--- src/rtl/fetch_pkg.sv ---
// rtl/fetch_pkg.sv - shared opcode/funct constants, ALU encodings and FSM states
//
// Purpose : common definitions for the fetch/decode front end.
// Ports   : none (package).

package fetch_pkg;

  // Major opcodes recognised by the decoder
  localparam logic [6:0] OP_IMM    = 7'b0010011;
  localparam logic [6:0] OP_REG    = 7'b0110011;
  localparam logic [6:0] OP_LOAD   = 7'b0000011;
  localparam logic [6:0] OP_BRANCH = 7'b1100011;

  // funct3 values
  localparam logic [2:0] F3_ADD_SUB = 3'b000;
  localparam logic [2:0] F3_AND     = 3'b111;
  localparam logic [2:0] F3_OR      = 3'b110;
  localparam logic [2:0] F3_LW      = 3'b010;
  localparam logic [2:0] F3_BEQ     = 3'b000;
  localparam logic [2:0] F3_BNE     = 3'b001;

  // funct7 values
  localparam logic [6:0] F7_BASE = 7'b0000000;
  localparam logic [6:0] F7_ALT  = 7'b0100000;

  // ALUctrl encodings
  localparam logic [2:0] ALU_ADD = 3'b000;
  localparam logic [2:0] ALU_SUB = 3'b001;
  localparam logic [2:0] ALU_AND = 3'b010;
  localparam logic [2:0] ALU_OR  = 3'b011;

  // Instruction register contents after reset: addi x0,x0,0
  localparam logic [31:0] NOP_INSTR = 32'h0000_0013;

  // Front-end FSM states
  typedef enum logic [1:0] {
    FETCH = 2'd0,
    ISSUE = 2'd1,
    HALT  = 2'd2
  } state_e;

endpackage

--- src/rtl/instr_decode.sv ---
// rtl/instr_decode.sv - combinational decoder for the supported RV32I subset
//
// Purpose : turns one instruction word into execute-stage controls, immediates
//           and register indices, and flags encodings outside the subset.
// Ports   : inst        - instruction word (in)
//           reg_write   - instruction writes rd (out)
//           alu_src     - ALU operand B is the immediate (out)
//           alu_ctrl    - ALU operation (out)
//           result_src  - write-back from memory (out)
//           is_beq      - instruction is beq (out)
//           is_bne      - instruction is bne (out)
//           illegal_hit - encoding not supported (out)
//           imm_i       - sign-extended I-immediate (out)
//           imm_b       - sign-extended B-offset (out)
//           rs1/rs2/rd  - register indices (out)

module instr_decode
  import fetch_pkg::*;
#(
  parameter int ADDRESS_WIDTH = 5,
  parameter int DATA_WIDTH    = 32
) (
  input  logic [31:0]              inst,
  output logic                     reg_write,
  output logic                     alu_src,
  output logic [2:0]               alu_ctrl,
  output logic                     result_src,
  output logic                     is_beq,
  output logic                     is_bne,
  output logic                     illegal_hit,
  output logic [DATA_WIDTH-1:0]    imm_i,
  output logic [DATA_WIDTH-1:0]    imm_b,
  output logic [ADDRESS_WIDTH-1:0] rs1,
  output logic [ADDRESS_WIDTH-1:0] rs2,
  output logic [ADDRESS_WIDTH-1:0] rd
);

  logic [6:0] opcode;
  logic [2:0] funct3;
  logic [6:0] funct7;

  assign opcode = inst[6:0];
  assign funct3 = inst[14:12];
  assign funct7 = inst[31:25];

  assign rd  = ADDRESS_WIDTH'(inst[11:7]);
  assign rs1 = ADDRESS_WIDTH'(inst[19:15]);
  assign rs2 = ADDRESS_WIDTH'(inst[24:20]);

  assign imm_i = {{(DATA_WIDTH-12){inst[31]}}, inst[31:20]};

  // Branch offsets are halfword-scaled, so bit 0 is always zero.
  assign imm_b = {{(DATA_WIDTH-13){inst[31]}},
                  inst[31], inst[7], inst[30:25], inst[11:8], 1'b0};

  // Everything defaults to "illegal, no side effects"; each supported
  // encoding clears illegal_hit and raises only the controls it needs.
  always_comb begin
    reg_write   = 1'b0;
    alu_src     = 1'b0;
    alu_ctrl    = ALU_ADD;
    result_src  = 1'b0;
    is_beq      = 1'b0;
    is_bne      = 1'b0;
    illegal_hit = 1'b1;

    case (opcode)
      OP_IMM: begin
        if (funct3 == F3_ADD_SUB) begin
          illegal_hit = 1'b0;
          reg_write   = 1'b1;
          alu_src     = 1'b1;
          alu_ctrl    = ALU_ADD;
        end
      end

      OP_REG: begin
        case (funct3)
          F3_ADD_SUB: begin
            if (funct7 == F7_BASE) begin
              illegal_hit = 1'b0;
              reg_write   = 1'b1;
              alu_ctrl    = ALU_ADD;
            end else if (funct7 == F7_ALT) begin
              illegal_hit = 1'b0;
              reg_write   = 1'b1;
              alu_ctrl    = ALU_SUB;
            end
          end
          F3_AND: begin
            if (funct7 == F7_BASE) begin
              illegal_hit = 1'b0;
              reg_write   = 1'b1;
              alu_ctrl    = ALU_AND;
            end
          end
          F3_OR: begin
            if (funct7 == F7_BASE) begin
              illegal_hit = 1'b0;
              reg_write   = 1'b1;
              alu_ctrl    = ALU_OR;
            end
          end
          default: ;
        endcase
      end

      OP_LOAD: begin
        if (funct3 == F3_LW) begin
          illegal_hit = 1'b0;
          reg_write   = 1'b1;
          alu_src     = 1'b1;
          alu_ctrl    = ALU_ADD;
          result_src  = 1'b1;
        end
      end

      OP_BRANCH: begin
        // Branches compare by subtraction; EQ comes back from the ALU.
        if (funct3 == F3_BEQ) begin
          illegal_hit = 1'b0;
          is_beq      = 1'b1;
          alu_ctrl    = ALU_SUB;
        end else if (funct3 == F3_BNE) begin
          illegal_hit = 1'b0;
          is_bne      = 1'b1;
          alu_ctrl    = ALU_SUB;
        end
      end

      default: ;
    endcase
  end

endmodule

--- src/rtl/fetch_decode.sv ---
// rtl/fetch_decode.sv - instruction fetch FSM with decode and PC sequencing
//
// Purpose : fetches one instruction at a time from instruction memory,
//           presents its decoded fields to the execute stage, and advances
//           the PC (sequential or branch) when execute accepts it.
// Ports   : clk, rst          - clock, synchronous active-high reset
//           imem_req/addr     - fetch request and address (out)
//           imem_ack/rdata    - fetch completion and instruction (in)
//           ex_ready          - execute accepts the issued instruction (in)
//           EQ                - ALU zero flag, used for branch resolution (in)
//           issue_valid       - decoded fields valid (out)
//           RegWrite, ALUsrc,
//           ALUctrl, Resultsrc- execute-stage controls (out)
//           immOp             - sign-extended I-immediate (out)
//           rs1, rs2, rd      - register indices (out)
//           pc                - address of the current instruction (out)
//           illegal           - sticky unsupported-opcode flag (out)

module fetch_decode
  import fetch_pkg::*;
#(
  parameter int                    ADDRESS_WIDTH = 5,
  parameter int                    DATA_WIDTH    = 32,
  parameter logic [DATA_WIDTH-1:0] RESET_PC      = 32'h0000_0000
) (
  input  logic                     clk,
  input  logic                     rst,
  output logic                     imem_req,
  output logic [DATA_WIDTH-1:0]    imem_addr,
  input  logic                     imem_ack,
  input  logic [DATA_WIDTH-1:0]    imem_rdata,
  input  logic                     ex_ready,
  input  logic                     EQ,
  output logic                     issue_valid,
  output logic                     RegWrite,
  output logic                     ALUsrc,
  output logic [2:0]               ALUctrl,
  output logic                     Resultsrc,
  output logic [DATA_WIDTH-1:0]    immOp,
  output logic [ADDRESS_WIDTH-1:0] rs1,
  output logic [ADDRESS_WIDTH-1:0] rs2,
  output logic [ADDRESS_WIDTH-1:0] rd,
  output logic [DATA_WIDTH-1:0]    pc,
  output logic                     illegal
);

  state_e                state;
  logic [DATA_WIDTH-1:0] pc_q;
  logic [DATA_WIDTH-1:0] ir;
  logic                  illegal_q;

  logic                  dec_reg_write;
  logic                  dec_is_beq;
  logic                  dec_is_bne;
  logic                  dec_illegal;
  logic [DATA_WIDTH-1:0] dec_imm_b;

  logic                  in_issue;
  logic                  taken;
  logic                  retire;
  logic [DATA_WIDTH-1:0] pc_next;

  instr_decode #(
    .ADDRESS_WIDTH (ADDRESS_WIDTH),
    .DATA_WIDTH    (DATA_WIDTH)
  ) u_decode (
    .inst        (ir[31:0]),
    .reg_write   (dec_reg_write),
    .alu_src     (ALUsrc),
    .alu_ctrl    (ALUctrl),
    .result_src  (Resultsrc),
    .is_beq      (dec_is_beq),
    .is_bne      (dec_is_bne),
    .illegal_hit (dec_illegal),
    .imm_i       (immOp),
    .imm_b       (dec_imm_b),
    .rs1         (rs1),
    .rs2         (rs2),
    .rd          (rd)
  );

  assign in_issue = (state == ISSUE);

  // An illegal encoding never looks like a valid issue, even for the one
  // cycle spent in ISSUE before the FSM lands in HALT.
  assign issue_valid = in_issue && !dec_illegal;
  assign retire      = issue_valid && ex_ready;
  assign RegWrite    = retire && dec_reg_write;

  assign taken   = (dec_is_beq && EQ) || (dec_is_bne && !EQ);

  // Plain DATA_WIDTH-bit adds, so the PC wraps naturally at the top of
  // the address space.
  assign pc_next = taken ? (pc_q + dec_imm_b) : (pc_q + DATA_WIDTH'(4));

  assign imem_req  = (state == FETCH);
  assign imem_addr = pc_q;
  assign pc        = pc_q;
  assign illegal   = illegal_q;

  always_ff @(posedge clk) begin
    if (rst) begin
      state     <= FETCH;
      pc_q      <= RESET_PC;
      ir        <= DATA_WIDTH'(NOP_INSTR);
      illegal_q <= 1'b0;
    end else begin
      case (state)
        FETCH: begin
          if (imem_ack) begin
            ir    <= imem_rdata;
            state <= ISSUE;
          end
        end

        ISSUE: begin
          if (dec_illegal) begin
            state     <= HALT;
            illegal_q <= 1'b1;
          end else if (ex_ready) begin
            pc_q  <= pc_next;
            state <= FETCH;
          end
        end

        HALT: ;

        default: state <= HALT;
      endcase
    end
  end

endmodule

--- config.mk ---
export PLATFORM = sky130hd
export DESIGN_NAME = fetch_decode
export DESIGN_NICKNAME = d
export VERILOG_FILES = /design/src/rtl/fetch_pkg.sv /design/src/rtl/instr_decode.sv /design/src/rtl/fetch_decode.sv
export SDC_FILE = /design/constraint.sdc
export NUM_CORES = 1
export LEC_CHECK = 0
export CORE_MARGIN = 1.5
export CORE_UTILIZATION = 30
export CTS_CLUSTER_DIAMETER = 50
export DETAILED_ROUTE_END_ITERATION = 16
export GPL_TIMING_DRIVEN = 1
export HOLD_SLACK_MARGIN = 0.12
export MAX_ROUTING_LAYER = met4
export PLACE_DENSITY = 0.63
export SLEW_MARGIN = 20
export SYNTH_ARGS = -nofsm -noshare
export SYNTH_HDL_FRONTEND = slang
export SYNTH_SLANG_ARGS = --single-unit
--- constraint.sdc ---
create_clock -name clk -period 3.2 [get_ports clk]
set_input_delay 0.48 -clock clk [delete_from_list [all_inputs] [get_ports clk]]
set_output_delay 0.48 -clock clk [all_outputs]
set_load 0.05 [all_outputs]
=== Word-level counts from Yosys, hierarchy flattened ===
Cells that the tools add are included.

* Bits in registers: 67
* Input port bits: 37
* Output and inout bits: 120
* Word-level logic and storage cells: 72

* Add/sub/neg operators: 2
* Equal/unequal tests: 13
* Mux-type cells: 35
* Bitwise operators: 2
* Reduce and logical (&&, ||, !) cells: 16

{| class="wikitable"
|+ Operator list
! operator !! count
|-
| $add 32x3->32 const B || 1
|-
| $add 32x32->32 || 1
|-
| $mux 32 || 1
|-
| $mux 1 || 19
|-
| $eq 7x6->1 const B || 2
|-
| $mux 2 || 5
|-
| $pmux 3 s3 || 1
|-
| $eq 7x2->1 const B || 1
|-
| $eq 7x5->1 const B || 1
|-
| $eq 7x7->1 const B || 1
|-
| $logic_not 7->1 || 1
|-
| $eq 3x3->1 const B || 2
|-
| $mux 3 || 2
|-
| $pmux 1 s2 || 3
|-
| $pmux 2 s3 || 1
|-
| $pmux 3 s2 || 1
|-
| $reduce_and 3->1 || 2
|-
| $logic_and 1x1->1 || 5
|-
| $pmux 1 s4 || 1
|-
| $reduce_and 2->1 || 2
|-
| $eq 3x1->1 const B || 1
|-
| $eq 3x2->1 const B || 1
|-
| $logic_not 3->1 || 1
|-
| $ne 3x3->1 const B || 1
|-
| other kinds (9) || 11
|}

=== Depth between registers and ports, before layout ===
* Depth in word-level cells: 9
* Gate-level depth with buffers: 11

=== By module ===
From an unflattened synthesis, not the netlist that was laid out.

* Cells, all modules: 823
* Area, all modules: 6084.6 µm²

{| class="wikitable"
|+ Modules (own cells, without submodules)
! module !! times used !! cells an instance !! area an instance (µm²) !! sequential area each (µm²)
|-
| fetch_decode || 1 || 707 || 5271.3 || 1341.3
|-
| instr_decode || 1 || 116 || 813.3 || 0.0
|}

=== Worst setup path after synthesis ===
No wires, ideal clock.

* Path type: reg2reg
* Start point: register ir[31]
* End point: register pc_q[28] (netlist: imem_addr[28])
* Library setup time: 136 ps
* Data arrival time: 3054 ps
* Required time: 3064 ps
* Slack: 10 ps
* Stages on the path, launching flop included: 10
* Cell sequence: dfxtp_1 -> ha_1 -> a211o_1 -> a21oi_1 -> o22ai_1 -> o32ai_1 -> o21ai_1 -> a211oi_1 -> mux2i_1 -> a31oi_1

* Word-level cells in the longest chain between the ends: 7

{| class="wikitable"
|+ Ends and longest elaborated chain
! item !! RTL line !! RTL
|-
| start: declaration || fetch_decode.sv:49 || <nowiki>logic [DATA_WIDTH-1:0] ir;</nowiki>
|-
| start signal: assignment || fetch_decode.sv:105 || <nowiki>ir <= DATA_WIDTH'(NOP_INSTR);</nowiki>
|-
| start signal: assignment || fetch_decode.sv:111 || <nowiki>ir <= imem_rdata;</nowiki>
|-
| $eq 7x6->1 || instr_decode.sv:84 || <nowiki>end else if (funct7 == F7_ALT) begin</nowiki>
|-
| $mux 1 || instr_decode.sv:84 ||
|-
| $mux 1 || instr_decode.sv:80 || <nowiki>if (funct7 == F7_BASE) begin</nowiki>
|-
| $pmux 1 s2 || instr_decode.sv:78 || <nowiki>case (funct3)</nowiki>
|-
| $pmux 1 s4 || instr_decode.sv:67 || <nowiki>case (opcode)</nowiki>
|-
| $not 1->1 (no source line) || -- ||
|-
| $reduce_and 3->1 (no source line) || -- ||
|-
| end signal: assignment || fetch_decode.sv:121 || <nowiki>pc_q <= pc_next;</nowiki>
|-
| end: declaration || fetch_decode.sv:48 || <nowiki>logic [DATA_WIDTH-1:0] pc_q;</nowiki>
|}

Several ways; a longest one is shown, not always the timed one.
A chain may end at the register's enable or synchronous reset.

=== Final worst setup path ===
* Start point: register ir[25]
* End point: output ALUctrl[1]

* Word-level cells in the longest chain between the ends: 4

{| class="wikitable"
|+ Ends and longest elaborated chain
! item !! RTL line !! RTL
|-
| $logic_not 7->1 (*) || instr_decode.sv:80, instr_decode.sv:91, instr_decode.sv:98 ||
|-
| $mux 2 (on tied branches) || instr_decode.sv:98, instr_decode.sv:91 ||
|-
| $pmux 3 s3 (*) || instr_decode.sv:78 ||
|-
| $pmux 3 s2 (*) || instr_decode.sv:67 ||
|-
| end: declaration || fetch_decode.sv:37 || <nowiki>output logic [2:0] ALUctrl,</nowiki>
|}

Every way passes the cells marked *; elsewhere a longest branch is shown, timed or not.

==> impl_results.md <==
* Status: complete, but fails checks
* Failing checks: design-rule violations
* Final hold vios at 0
* Max-slew violation count at 0
* DRT antenna net count at 0
* Ys Warns at 0
* Synth Area in Adders at 0.0730
* Post-CTS setup buffer count at 0
* Area of the mapped netlist at 0.00559 mm^2
* Chip height at 139 um
* GRT Util Overall at 0.190
* Peak VDD IR at between 200 and 300 uV
* GRT overflow at 0
* H-tree lvl count at 3
* Final wirelength at 18.2 mm
* Fillers at 1892
* Initial Utilization at 0.309
* CTS tree: done
* PostCTS Resize Cnt at 0
* Cts hold-fix bufs at 0
* Worst-Skew Late Latency at approximately 0.35 ns
* Async SR Flop Fraction at 0
* Vias per cell at 5.37
* DR iter-0 viols at 380
* TritonRoute pass-1 iters at 11
* RD Place Congestion at 0.930
* Combinational family with the most area after synthesis: compound AO/OA/AOI/OAI gates
* DRC Markers at 11
* Hold WC Path Type: register to register
* Mux cell area share after synthesis at 0.00717
* Synthesized instance count at 772
* WS Path Type: register to output port
* Fin worst setup slack at 0.190 ns
* Initial antenna violation count at 0
* Data required, critical path at 2.72 ns
* Most frequent cells in the layout: 149 x clkdlybuf4s50_1, 118 x nand2_1, 90 x a21oi_1
* Pwr dens at between 300 and 400 mW/mm^2
* Synth Area in Simple Gates at 0.239
* Period utilisation layout at 0.941
* IO Pins at approximately 160
* DR vias at 5840
* Worst Hold Depth at 2
* Clock transition at path regs at 0.06 ns
* Die Wd at ~140 um
* # setup viols final at 0
* Setup WS pre-CTS at 0.270 ns
* Deepest clock path buffer count at 2
* Startpoint Class: register
* Total Negative Setup Slacks at 0 ns
* PortBufs at roughly 150
* Clk_skew at 0.00628 ns
* Post-synth EDFFs at 0
* Worst EP arrival at 2.53 ns
* Worst reg2reg path depth at 10
* Syn avg cell area at 7.23 um^2
* Min cycle time layout at roughly 3 ns
* CP Max Fanout at 3
* RSZ-0062 raised after global routing: no
* TritonCTS Sinks at 66
* Netlist cell types at 70
* Area Growth Syn to Fin at 29.3%
* Row count at 49
* Compound-Gate Fraction of Synth Area at 0.268
* Die area at 0.0194 mm^2
* Dominant synthesized flop cell: dfxtp_1
* Wire length per cell at between 15 and 20 um
* Seq/Total Area, Yosys at 0.237
* Synth Area in XOR/XNOR at 0.0282
* CTS Buf Count at 9
* First-pass GRT wire length at 28.4 mm
* Slew HR at 0.594
* Largest net degree at the start of global routing at 40
* Nets at 922
* Most common cell after layout, fill and taps aside: clkdlybuf4s50_1
* Flops & latches, synth at 66
* Hpwl dp at 13.5 mm
* Worst Setup End Kind: output port
* Ant. Diodes at 0
* Leakage at 0.00275 uW
* Total of max-cap violations at 0
* Area of the core at 0.0181 mm^2
* Fraction of layout cells with a size suffix above 1 at 0.0723
* Fmax at 332 MHz
* Final core utilization at 0.399
* Root Buffer: clkbuf_16
* Vias in the first global route at 5248
* Slew @ Worst Pin at 0.607 ns
-- through the flow --
stage	power, uW	hold WS, ns	instance area [um^2]	std cells
4_1_cts	2720	0.457	7220	1087
5_1_grt	2800	0.474	7220	1087
3_5_place_dp	1540	0.449	6890	1071
2_1_floorplan	1380	0.436	5590	774
3_3_place_gp	1540	0.441	6890	1071
6_report	2690	0.454	7220	1087
-- flip-flops by register name, indices dropped and copies added (netlist names) --
signal	count
ir	32
illegal	1
state	2
imem_addr	31
-- worst max-delay path: stages, from the launching register on --
cell,delay [ns]
dfxtp_1,0.31
buf_4,0.13
nor4_1,0.41
nand4_1,0.23
nor2b_1,0.24
clkdlybuf4s50_1,0.85
-- synthesized netlist by cell type (4+ instances only) --
library cell	instances	area share
a31oi_1	6	0.0067
and2_1	5	0.0056
buf_2	6	0.0054
o211ai_1	6	0.0081
o22ai_1	5	0.0056
o221ai_1	4	0.0063
nand3_1	26	0.023
o21ai_0	34	0.030
a211o_1	4	0.0063
and3_1	5	0.0056
a221oi_1	6	0.0094
a21oi_1	90	0.081
nor3_1	24	0.022
o31ai_1	4	0.0054
nor2b_1	8	0.0090
buf_4	81	0.11
inv_1	19	0.013
mux2i_1	4	0.0072
a21o_1	16	0.022
nand4_1	9	0.010
o21ai_1	7	0.0063
o21bai_1	5	0.0067
or3_1	7	0.0078
xnor2_1	13	0.020
a211oi_1	14	0.019
o21a_1	6	0.0081
ha_1	31	0.069
nand2b_1	5	0.0056
nand3b_1	5	0.0067
dfxtp_1	66	0.24
clkbuf_1	26	0.017
xor2_1	5	0.0078
nor4_1	5	0.0056
nor2_1	50	0.034
nand2_1	118	0.079
-- layout make-up --
| class | count | area (um^2) | area share |
|---|---|---|---|
| repair buffers | 184 | 1750 | 0.243 |
| clock inverters | 5 | 103 | 0.0142 |
| well taps | 229 | 287 | 0.0397 |
| flip-flops and latches | 66 | 1320 | 0.183 |
| multi-input cells | 572 | 3450 | 0.478 |
| clock buffers | 11 | 233 | 0.0322 |
| inverters | 20 | 75.1 | 0.0104 |
-- path summary, 6_finish.rpt --
kind / endpoint / from / slack, ns
worst min-delay path: ir[3] / ir[3] / 0.45
worst min register to register: ir[3] / ir[3] / 0.45
worst max-delay path: ALUctrl[1] / ir[25] / 0.19
worst max register to register: imem_addr[31] / imem_addr[2] / 0.24
-- per-layer routing --
metal  GRT usage  wire (um)
met4      0.0560        333
met3      0.0420       1420
met5           -          0
met1       0.253       8470
met2       0.288       8000
-- kinds of logic after synthesis --
kind of cell	Yosys count
multiplexers	4
AO/OA/AOI/OAI	232
buffers and inverters	136
XOR/XNOR	18
flip-flops	66
AND/OR/NAND/NOR	283
adder cells (fa/ha/maj)	32
other	1
-- power by group --
| part | internal [uW] | switching, uW | total [uW] | leakage [uW] |
|---|---|---|---|---|
| clock network | 760 | 404 | 1160 | 0.000160 |
| registers | 858 | 38.1 | 897 | 0.000537 |
| logic | 219 | 413 | 632 | 0.00205 |
(Power assumes the default switching activity.)
